<file path="config.mk">
export PLATFORM = sky130hd
export DESIGN_NAME = adder_pipe_acc
export DESIGN_NICKNAME = d
export VERILOG_FILES = /design/src/rtl/adder_pipe_pkg.sv /design/src/rtl/pipe_reg.sv /design/src/rtl/adder_pipe_acc.sv
export SDC_FILE = /design/constraint.sdc
export NUM_CORES = 1
export LEC_CHECK = 0
export BUFFER_PORTS_ARGS = -buffer_cell sky130_fd_sc_hd__buf_2
export CORE_MARGIN = 2
export CORE_UTILIZATION = 59
export CTS_CLUSTER_SIZE = 28
export DETAILED_ROUTE_END_ITERATION = 7
export GPL_TIMING_DRIVEN = 0
export PLACE_DENSITY = 0.87
export SYNTH_ARGS = -nofsm -noshare
export SYNTH_HDL_FRONTEND = slang
export SYNTH_HIERARCHICAL = 1
export SYNTH_SLANG_ARGS = --single-unit
</file>
<file path="constraint.sdc">
create_clock -name clk -period 4.4 [get_ports clk]
set_input_delay 0.22 -clock clk [delete_from_list [all_inputs] [get_ports clk]]
set_output_delay 0.22 -clock clk [all_outputs]
set_load 0.02 [all_outputs]
</file>
<file path="src/rtl/adder_pipe_pkg.sv">
// Shared types and elaboration helpers for the pipelined N-operand adder/accumulator.
package adder_pipe_pkg;

  typedef struct packed {
    logic acc_en;
    logic acc_first;
  } side_t;

  localparam int SIDE_W = $bits(side_t);

  function automatic int sum_width(input int w, input int n);
    return w + $clog2(n);
  endfunction

  // Legal configurations: LAT of 1 or 2, 2..16 operands, accumulator at least as wide as the sum.
  function automatic bit cfg_legal(input int lat, input int n, input int w, input int aw);
    return ((lat == 1) || (lat == 2)) && (n >= 2) && (n <= 16) && (aw >= sum_width(w, n));
  endfunction

endpackage

</file>
<file path="src/rtl/pipe_reg.sv">
// Generic valid/ready pipeline register: loads whenever it is empty or its beat leaves this cycle.
module pipe_reg #(
  parameter int DW = 8
) (
  input  logic          clk,
  input  logic          rst_n,
  input  logic          up_valid,
  output logic          up_ready,
  input  logic [DW-1:0] up_data,
  output logic          dn_valid,
  input  logic          dn_ready,
  output logic [DW-1:0] dn_data
);

  logic          valid_r;
  logic [DW-1:0] data_r;
  logic          load_s;

  assign load_s   = !valid_r || dn_ready;
  assign up_ready = load_s;
  assign dn_valid = valid_r;
  assign dn_data  = data_r;

  // Occupancy and payload; the payload only moves when a real beat enters.
  always_ff @(posedge clk or negedge rst_n) begin
    if (!rst_n) begin
      valid_r <= 1'b0;
      data_r  <= {DW{1'b0}};
    end else begin
      if (load_s) valid_r <= up_valid;
      else        valid_r <= valid_r;
      if (load_s && up_valid) data_r <= up_data;
      else                    data_r <= data_r;
    end
  end

endmodule

</file>
<file path="src/rtl/adder_pipe_acc.sv">
// N-operand adder with carry-in, 1- or 2-cycle valid/ready pipeline and a saturating accumulator.
module adder_pipe_acc
  import adder_pipe_pkg::*;
#(
  parameter int W   = 8,
  parameter int N   = 4,
  parameter int LAT = 1,
  parameter int AW  = 24
) (
  input  logic                   clk,
  input  logic                   rst_n,
  input  logic                   in_valid,
  output logic                   in_ready,
  input  logic [N*W:0]           ins,
  input  logic                   in_acc_en,
  input  logic                   in_acc_first,
  output logic                   out_valid,
  input  logic                   out_ready,
  output logic [W+$clog2(N)-1:0] sm,
  output logic                   sm_zero,
  output logic [AW-1:0]          acc,
  output logic                   acc_sat
);

  localparam int SW     = sum_width(W, N);
  localparam int NP     = (N + 1) / 2;
  localparam int PW     = W + 1;
  localparam int OPW    = 2 * NP * W;
  localparam int AW1    = AW + 1;
  localparam bit CFG_OK = cfg_legal(LAT, N, W, AW);

  if (!CFG_OK) begin : g_cfg_check
    $error("adder_pipe_acc: LAT must be 1 or 2, N in 2..16, AW >= W+clog2(N)");
  end

  logic [OPW-1:0] opnd_s;
  logic [W-1:0]   ops_s [2*NP];
  logic           cin_s;
  side_t          side_s;
  logic           live_r;
  logic           st1_ready_s;
  logic           fin_valid_s;
  logic           fin_ready_s;
  logic           fin_take_s;
  logic [SW-1:0]  fin_sum_s;
  side_t          fin_side_s;
  logic [SW:0]    out_s;
  logic [AW-1:0]  acc_r;
  logic           sat_r;
  logic [AW:0]    acc_sum_s;
  logic [AW-1:0]  acc_nxt_s;
  logic           sat_nxt_s;

  // Operands are padded to an even count with zeros so the pairwise tree needs no odd case.
  assign opnd_s = OPW'(ins[N*W-1:0]);
  assign cin_s  = ins[N*W];
  assign side_s = {in_acc_en, in_acc_first};

  // Unpack the operand bus into an array of W-bit operands.
  always_comb begin
    for (int k = 0; k < 2*NP; k++) begin
      ops_s[k] = opnd_s[k*W +: W];
    end
  end

  if (LAT == 1) begin : g_lat1
    logic [SW-1:0] sum_s;

    // Full N-operand sum in one cycle.
    always_comb begin
      sum_s = SW'(cin_s);
      for (int k = 0; k < 2*NP; k++) begin
        sum_s = sum_s + SW'(ops_s[k]);
      end
    end

    assign fin_valid_s = in_valid && live_r;
    assign st1_ready_s = fin_ready_s;
    assign fin_sum_s   = sum_s;
    assign fin_side_s  = side_s;
  end else begin : g_lat2
    localparam int S1W = NP*PW + 1 + SIDE_W;
    logic [S1W-1:0] s1_in_s;
    logic [S1W-1:0] s1_out_s;
    logic           s1_valid_s;
    logic [SW-1:0]  sum_s;

    // Stage-1 payload: pairwise partial sums, carry-in and sideband.
    always_comb begin
      s1_in_s = {S1W{1'b0}};
      for (int k = 0; k < NP; k++) begin
        s1_in_s[k*PW +: PW] = PW'(ops_s[2*k]) + PW'(ops_s[2*k+1]);
      end
      s1_in_s[NP*PW]             = cin_s;
      s1_in_s[S1W-1 -: SIDE_W]   = side_s;
    end

    pipe_reg #(.DW(S1W)) u_stage1 (
      .clk      (clk),
      .rst_n    (rst_n),
      .up_valid (in_valid && live_r),
      .up_ready (st1_ready_s),
      .up_data  (s1_in_s),
      .dn_valid (s1_valid_s),
      .dn_ready (fin_ready_s),
      .dn_data  (s1_out_s)
    );

    // Stage-2 reduction of the registered partials.
    always_comb begin
      sum_s = SW'(s1_out_s[NP*PW]);
      for (int k = 0; k < NP; k++) begin
        sum_s = sum_s + SW'(s1_out_s[k*PW +: PW]);
      end
    end

    assign fin_valid_s = s1_valid_s;
    assign fin_sum_s   = sum_s;
    assign fin_side_s  = side_t'(s1_out_s[S1W-1 -: SIDE_W]);
  end

  pipe_reg #(.DW(SW+1)) u_out (
    .clk      (clk),
    .rst_n    (rst_n),
    .up_valid (fin_valid_s),
    .up_ready (fin_ready_s),
    .up_data  ({fin_sum_s == {SW{1'b0}}, fin_sum_s}),
    .dn_valid (out_valid),
    .dn_ready (out_ready),
    .dn_data  (out_s)
  );

  assign sm         = out_s[SW-1:0];
  assign sm_zero    = out_s[SW];
  assign in_ready   = live_r && st1_ready_s;
  assign fin_take_s = fin_valid_s && fin_ready_s;
  assign acc        = acc_r;
  assign acc_sat    = sat_r;

  // Holds in_ready low until the first edge after reset release.
  always_ff @(posedge clk or negedge rst_n) begin
    if (!rst_n) live_r <= 1'b0;
    else        live_r <= 1'b1;
  end

  // Accumulator next state for the beat entering the output register; saturation is sticky.
  always_comb begin
    acc_sum_s = {1'b0, acc_r} + AW1'(fin_sum_s);
    acc_nxt_s = acc_r;
    sat_nxt_s = sat_r;
    if (fin_side_s.acc_en) begin
      if (fin_side_s.acc_first) begin
        acc_nxt_s = AW'(fin_sum_s);
        sat_nxt_s = 1'b0;
      end else if (acc_sum_s[AW]) begin
        acc_nxt_s = {AW{1'b1}};
        sat_nxt_s = 1'b1;
      end else begin
        acc_nxt_s = acc_sum_s[AW-1:0];
        sat_nxt_s = sat_r;
      end
    end else begin
      acc_nxt_s = acc_r;
      sat_nxt_s = sat_r;
    end
  end

  // Accumulator state advances together with the output register, so acc includes the shown beat.
  always_ff @(posedge clk or negedge rst_n) begin
    if (!rst_n) begin
      acc_r <= {AW{1'b0}};
      sat_r <= 1'b0;
    end else if (fin_take_s) begin
      acc_r <= acc_nxt_s;
      sat_r <= sat_nxt_s;
    end else begin
      acc_r <= acc_r;
      sat_r <= sat_r;
    end
  end

endmodule

</file>
==> Word-level counts from Yosys, hierarchy flattened <==
Cells that the tools add are included.
{ "totals": {"register_bits": 38, "in_bits": 39, "wordCells": 23} }
{ "op_classes": {"add_sub_neg": 5, "muxes": 4, "reduce_logical": 9} }
{ "op_table": {"columns": ["cell", "count"], "rows": [
  ["$mux 24", 2],
  ["$add 24x10->25", 1],
  ["$add 10x8->10", 2],
  ["$add 9x8->10", 1],
  ["$logic_not 10->1", 1],
  ["$add 1x8->9", 1],
  ["$logic_and 1x1->1", 3],
  ["$reduce_and 3->1", 1],
  ["$mux 1", 2],
  ["$reduce_and 2->1", 1],
  ["$reduce_bool 2->1", 1],
  ["$logic_not 1->1", 1],
  ["$logic_or 1x1->1", 1]
]} }

==> Depth between registers and ports, before layout <==
{ "logic_depth": {"ltp_word": 7, "ltp_mapped": 18, "mapped_depth_nobuf": 17} }

==> Cells and area by module <==
The synthesis kept the hierarchy.
{ "by_module_without_submodules": {"columns": ["mod", "n_inst", "cells_per_inst", "area_per_inst_um2", "seq_area_each_um2"], "rows": [
  ["adder_pipe_acc", 1, 315, 2656.3, 650.6],
  ["pipe_reg", 1, 27, 514.2, 300.3]
]} }

==> Worst setup path after synthesis <==
OpenSTA, ideal clock, no wires.
{ "synth_path": {"path_type": "in2reg", "from": "input port ins[1]", "to": "register acc_r[17], in the netlist acc[17]", "setup_ns": 0.094, "t_arrival_ns": 4.037, "required_time_ns": 4.306, "slack_ns": 0.269, "stages": 18, "path_cell_list": "inv_1 > fa_1 > inv_1 > fa_1 > ha_1 > fa_1 > a21oi_1 > o21ai_0 > nor3_1 > o21ai_0 > ha_1 > clkbuf_2 > nand2_1 > o21ai_0 > o211ai_1 > buf_2 > and2_1 > a221oi_2"} }
{ "synth_between": {"elab_chain_len": 7} }
{ "synth_rtl": {"columns": ["item", "line_no", "rtl"], "rows": [
  ["start: declaration", "adder_pipe_acc.sv:14", "input logic [N*W:0] ins,"],
  ["$add 1x8->9", "adder_pipe_acc.sv:73", "sum_s = sum_s + SW'(ops_s[k]);"],
  ["$add 9x8->10", "adder_pipe_acc.sv:73", null],
  ["$add 10x8->10 (2 in a row)", "adder_pipe_acc.sv:73", null],
  ["named net fin_sum_s[9]", "adder_pipe_acc.sv:45", "logic [SW-1:0] fin_sum_s;"],
  ["$add 24x10->25", "adder_pipe_acc.sv:148", "acc_sum_s = {1'b0, acc_r} + AW1'(fin_sum_s);"],
  ["$mux 24", "adder_pipe_acc.sv:155", "end else if (acc_sum_s[AW]) begin"],
  ["$mux 24", "adder_pipe_acc.sv:152", "if (fin_side_s.acc_first) begin"],
  ["end signal: assignment", "adder_pipe_acc.sv:171", "acc_r <= {AW{1'b0}};"],
  ["end signal: assignment", "adder_pipe_acc.sv:174", "acc_r <= acc_nxt_s;"],
  ["end signal: assignment", "adder_pipe_acc.sv:177", "acc_r <= acc_r;"],
  ["end: declaration", "adder_pipe_acc.sv:48", "logic [AW-1:0] acc_r;"]
]} }
The timed path passes the listed nets, and every way through them passes these cells.
A chain may end at the register's enable or synchronous reset.

==> Final worst setup path <==
{ "layout_path": {"from": "input port ins[1]", "to": "register acc_r[13], in the netlist acc[13]"} }
Same word-level chain as after synthesis.

==> summary.txt <==
outcome -> finished clean
met3 usage -> 4.24%
DIE AREA -> 5980 µm²
number of global-route vias before repair -> 2,889
GRT Overall Usage -> 27.1%
Worst path max stage delay -> 0.53 ns
fraction of registers with async set/reset -> 100%
largest family of logic cells by synthesized area -> adder cells
syn_nets -> 418
VDD IR max -> 507 µV
Worst R2R Setup Slack -> 1.84 ns
residual DRC count -> 0
ANT nets after route -> 0
Yosys cell types -> 55
area added between synthesis and finish -> 19.5%
WP data arrival -> 4.39 ns
Tmin final -> 4.19 ns
Vias/cell -> 5.85
Crit Path Category -> in2reg
synth top area cells -> dfrtp_1 30%, fa_1 11%, ha_1 7.5%
part of the Yosys area used for sequential elements -> 30.0%
routed len/inst -> 15.3 µm
Ant. Diodes -> 0
Setup crit start kind -> primary input
Final Setup Violations -> 0
Chip Width -> 77.3 µm
Clock Latency Late Sink -> 0.30 ns
CTS root buffer -> clkbuf_8
R2R Path End -> acc[17]
via count -> 2,900
Synth Flop Type -> dfrtp_1
GRT Residual Overflow -> 0
worst path required time -> 4.60 ns
EDFF count, synth -> 0
Mapped Cells -> 342
max frequency -> 239 MHz
Final GP Congestion -> 0.934
ratio of cells with drive above 1 in the final layout -> 27.2%
most frequent cell after synthesis -> inv_1
initial antenna violation count -> 0
setup repair bufs after CTS -> 0
dpl ws -> -0.446 ns
DP Cell Count -> 488
clock skew -> 0.00597 ns
Synth Area in Simple Gates -> 16.1%
Die H -> 77.3 µm
met2 Resource Use GR -> 46.7%
Synth Area in Compound Gates -> 18.5%
Detailed Route WL -> 7600 µm
Least-Margin Pin Slew -> 0.844 ns
drt pass-1 iters -> 4
# IOs -> 77
CTS tree -> built
IO Port Bufs -> 76
Leak -> 1.98 nW
CP bufs+invs -> 3
PD cells -> 649 nW/µm²
detailed placer's ending HPWL -> 5770 µm
CP max-delay cell -> fa_1
syn_area_per_cell -> 9.27 µm²
commonest cells in the netlist -> 54 x inv_1, 38 x dfrtp_1, 25 x nand2_1
Finished Layout Cells -> 496
DR iter-0 viols -> 213
Critical Path Sink Type -> flip-flop
gr busiest metal -> met2
worst-path maximum fanout -> 5
post-synth top area share -> 30.0%
Max Transition Viols Final -> 0
crit path cell chain -> buf_2 -> inv_1 -> fa_1 -> inv_1 -> fa_1 -> ha_1 -> fa_1 -> a21oi_2 -> o211ai_1 -> a21oi_1 -> xnor2_1 -> ha_1 -> nand4_1 -> nand2b_1 -> a21oi_1 -> nand2_1 -> and4_1 -> a211oi_1
global routing usage on met1 -> 34.3%
total CTS buffers -> 5
Relative slew margins -> 43.7%
CTS max path bufs -> 2
Clock H-tree levels -> 2
synthesized cell area -> 3170 µm²
Crit path max-delay family -> adder cells
Crit Reg-Reg Startpoint -> acc[0]
fin nets -> 501
largest net degree at the start of global routing -> 39
XOR/XNOR Fraction of Synth Area -> 3.31%
mux contribution to synthesized area -> 5.09%
initial core utilization -> 61.7%
Reg2Reg Depth -> 10
clk slew on worst S/H paths -> 0.07 ns
Ys Warns -> 6
max_cap viols -> 0
CP dominant cell by count -> fa_1
Rows -> 26
Final period util -> 95.3%
synthesized-area fraction occupied by adder cells -> 18.9%
dominant cell type by area after synthesis -> dfrtp_1
Hold WC Path Type -> in2async
first-pass GRT wire length -> 13,000 µm
final hold violations -> 0
register bit total from synthesis -> 38
Setup WS post-layout -> 0.208 ns
clk sinks -> 38
Core Box Area -> 5140 µm²
[where the power goes]
group	switching (mW)	internal, mW	total, mW	leakage, nW
clock network	0.125	0.158	0.283	0.0575
registers	0.0765	0.450	0.526	0.481
logic	0.981	0.669	1.65	1.44
[registers in the layout, summed over array words and instances, names as in the netlist]
register and cells:
u_out/dn_valid 1, u_out/dn_data 11, live_r 1, acc_sat 1, acc 24
[stage by stage]
step           setup TNS [ns]  hold WS [ns]  instance area (µm²)  total power, mW  utilization [%]
2_1_floorplan               0       -0.0756                 3170             1.71                -
3_3_place_gp            -2.78         0.368                 3640             2.01             70.8
3_5_place_dp            -5.55         0.367                 3640             2.09             70.8
4_1_cts                     0        0.0456                 3750             2.39             73.0
5_1_grt               -0.0220        0.0943                 3790             2.66             73.7
6_report                    0        0.0169                 3790             2.46             73.7
[area by class of cell]
cell class,instances,area [µm²]
Clock buffer,8,110
Inverter,54,203
Buffer,8,52.6
Multi-Input combinational cell,242,2000
Tap cell,70,87.6
Timing Repair Buffer,76,380
Fill cell,385,1350
Sequential cell,38,951
[placed cells by master (no fill, tap or decap), drive strengths merged, types with 3 or more instances in the layout]
cell type and instances:
buf 79, inv 54, dfrtp 38, nand2 26, a21oi 20, ha 19, fa 18, o21ai 17
nor3 16, clkbuf 13, nor2 11, mux2 11, xnor2 10, and3 9, a31oi 9, a211oi 8
nand3 7, o211ai 7, a21o 6, and4 5, o21a 4, and2 4, o22ai 4, nor4 4
or4 3
[metal layers]
layer,share of wire [%],vias up
met2,51,115
met3,5.4,22
met4,2.3,0
li1,-,1368
met5,0,-
met1,41,1395
[worst max-delay path by stage]
stage / from / end / slack [ns] / cells after the start
2_1_floorplan: ins[1] / acc[17] / 0.27 / 18
3_3_place_gp: ins[1] / acc[17] / -0.28 / 19
3_5_place_dp: ins[1] / acc[17] / -0.45 / 19
4_1_cts: ins[1] / acc[17] / 0.07 / 19
5_1_grt: ins[1] / acc[15] / -0.008 / 19
6_report: ins[1] / acc[13] / 0.21 / 18
[worst reg2reg max path, cell delays in order, from the launching register on]
cell and delay (ns):
dfrtp_1 0.37, ha_1 0.18, inv_1 0.06, fa_1 0.39
and2b_1 0.25, o211ai_2 0.15, a211oi_4 0.31, o211ai_1 0.14
buf_4 0.22, and2_1 0.17, a221oi_2 0.24
[cells by family (layout without fill, tap and decap cells)]
family                   after synthesis  count (layout)
AND/OR/NAND/NOR                       94              94
adder cells (fa/ha/maj)               37              37
flip-flops                            38              38
other                                  1               1
AO/OA/AOI/OAI                         87              87
XOR/XNOR                              12              12
multiplexers                          11              11
buffers and inverters                 62             146
[repair_timing]
item,in CTS,in global routing
setup endpoints to repair,7,24
resized for setup,3,12
hold endpoints to repair,0,0
pin swaps,0,2
hold buffers,0,0
No activity file was read; power rests on OpenSTA's default activity.
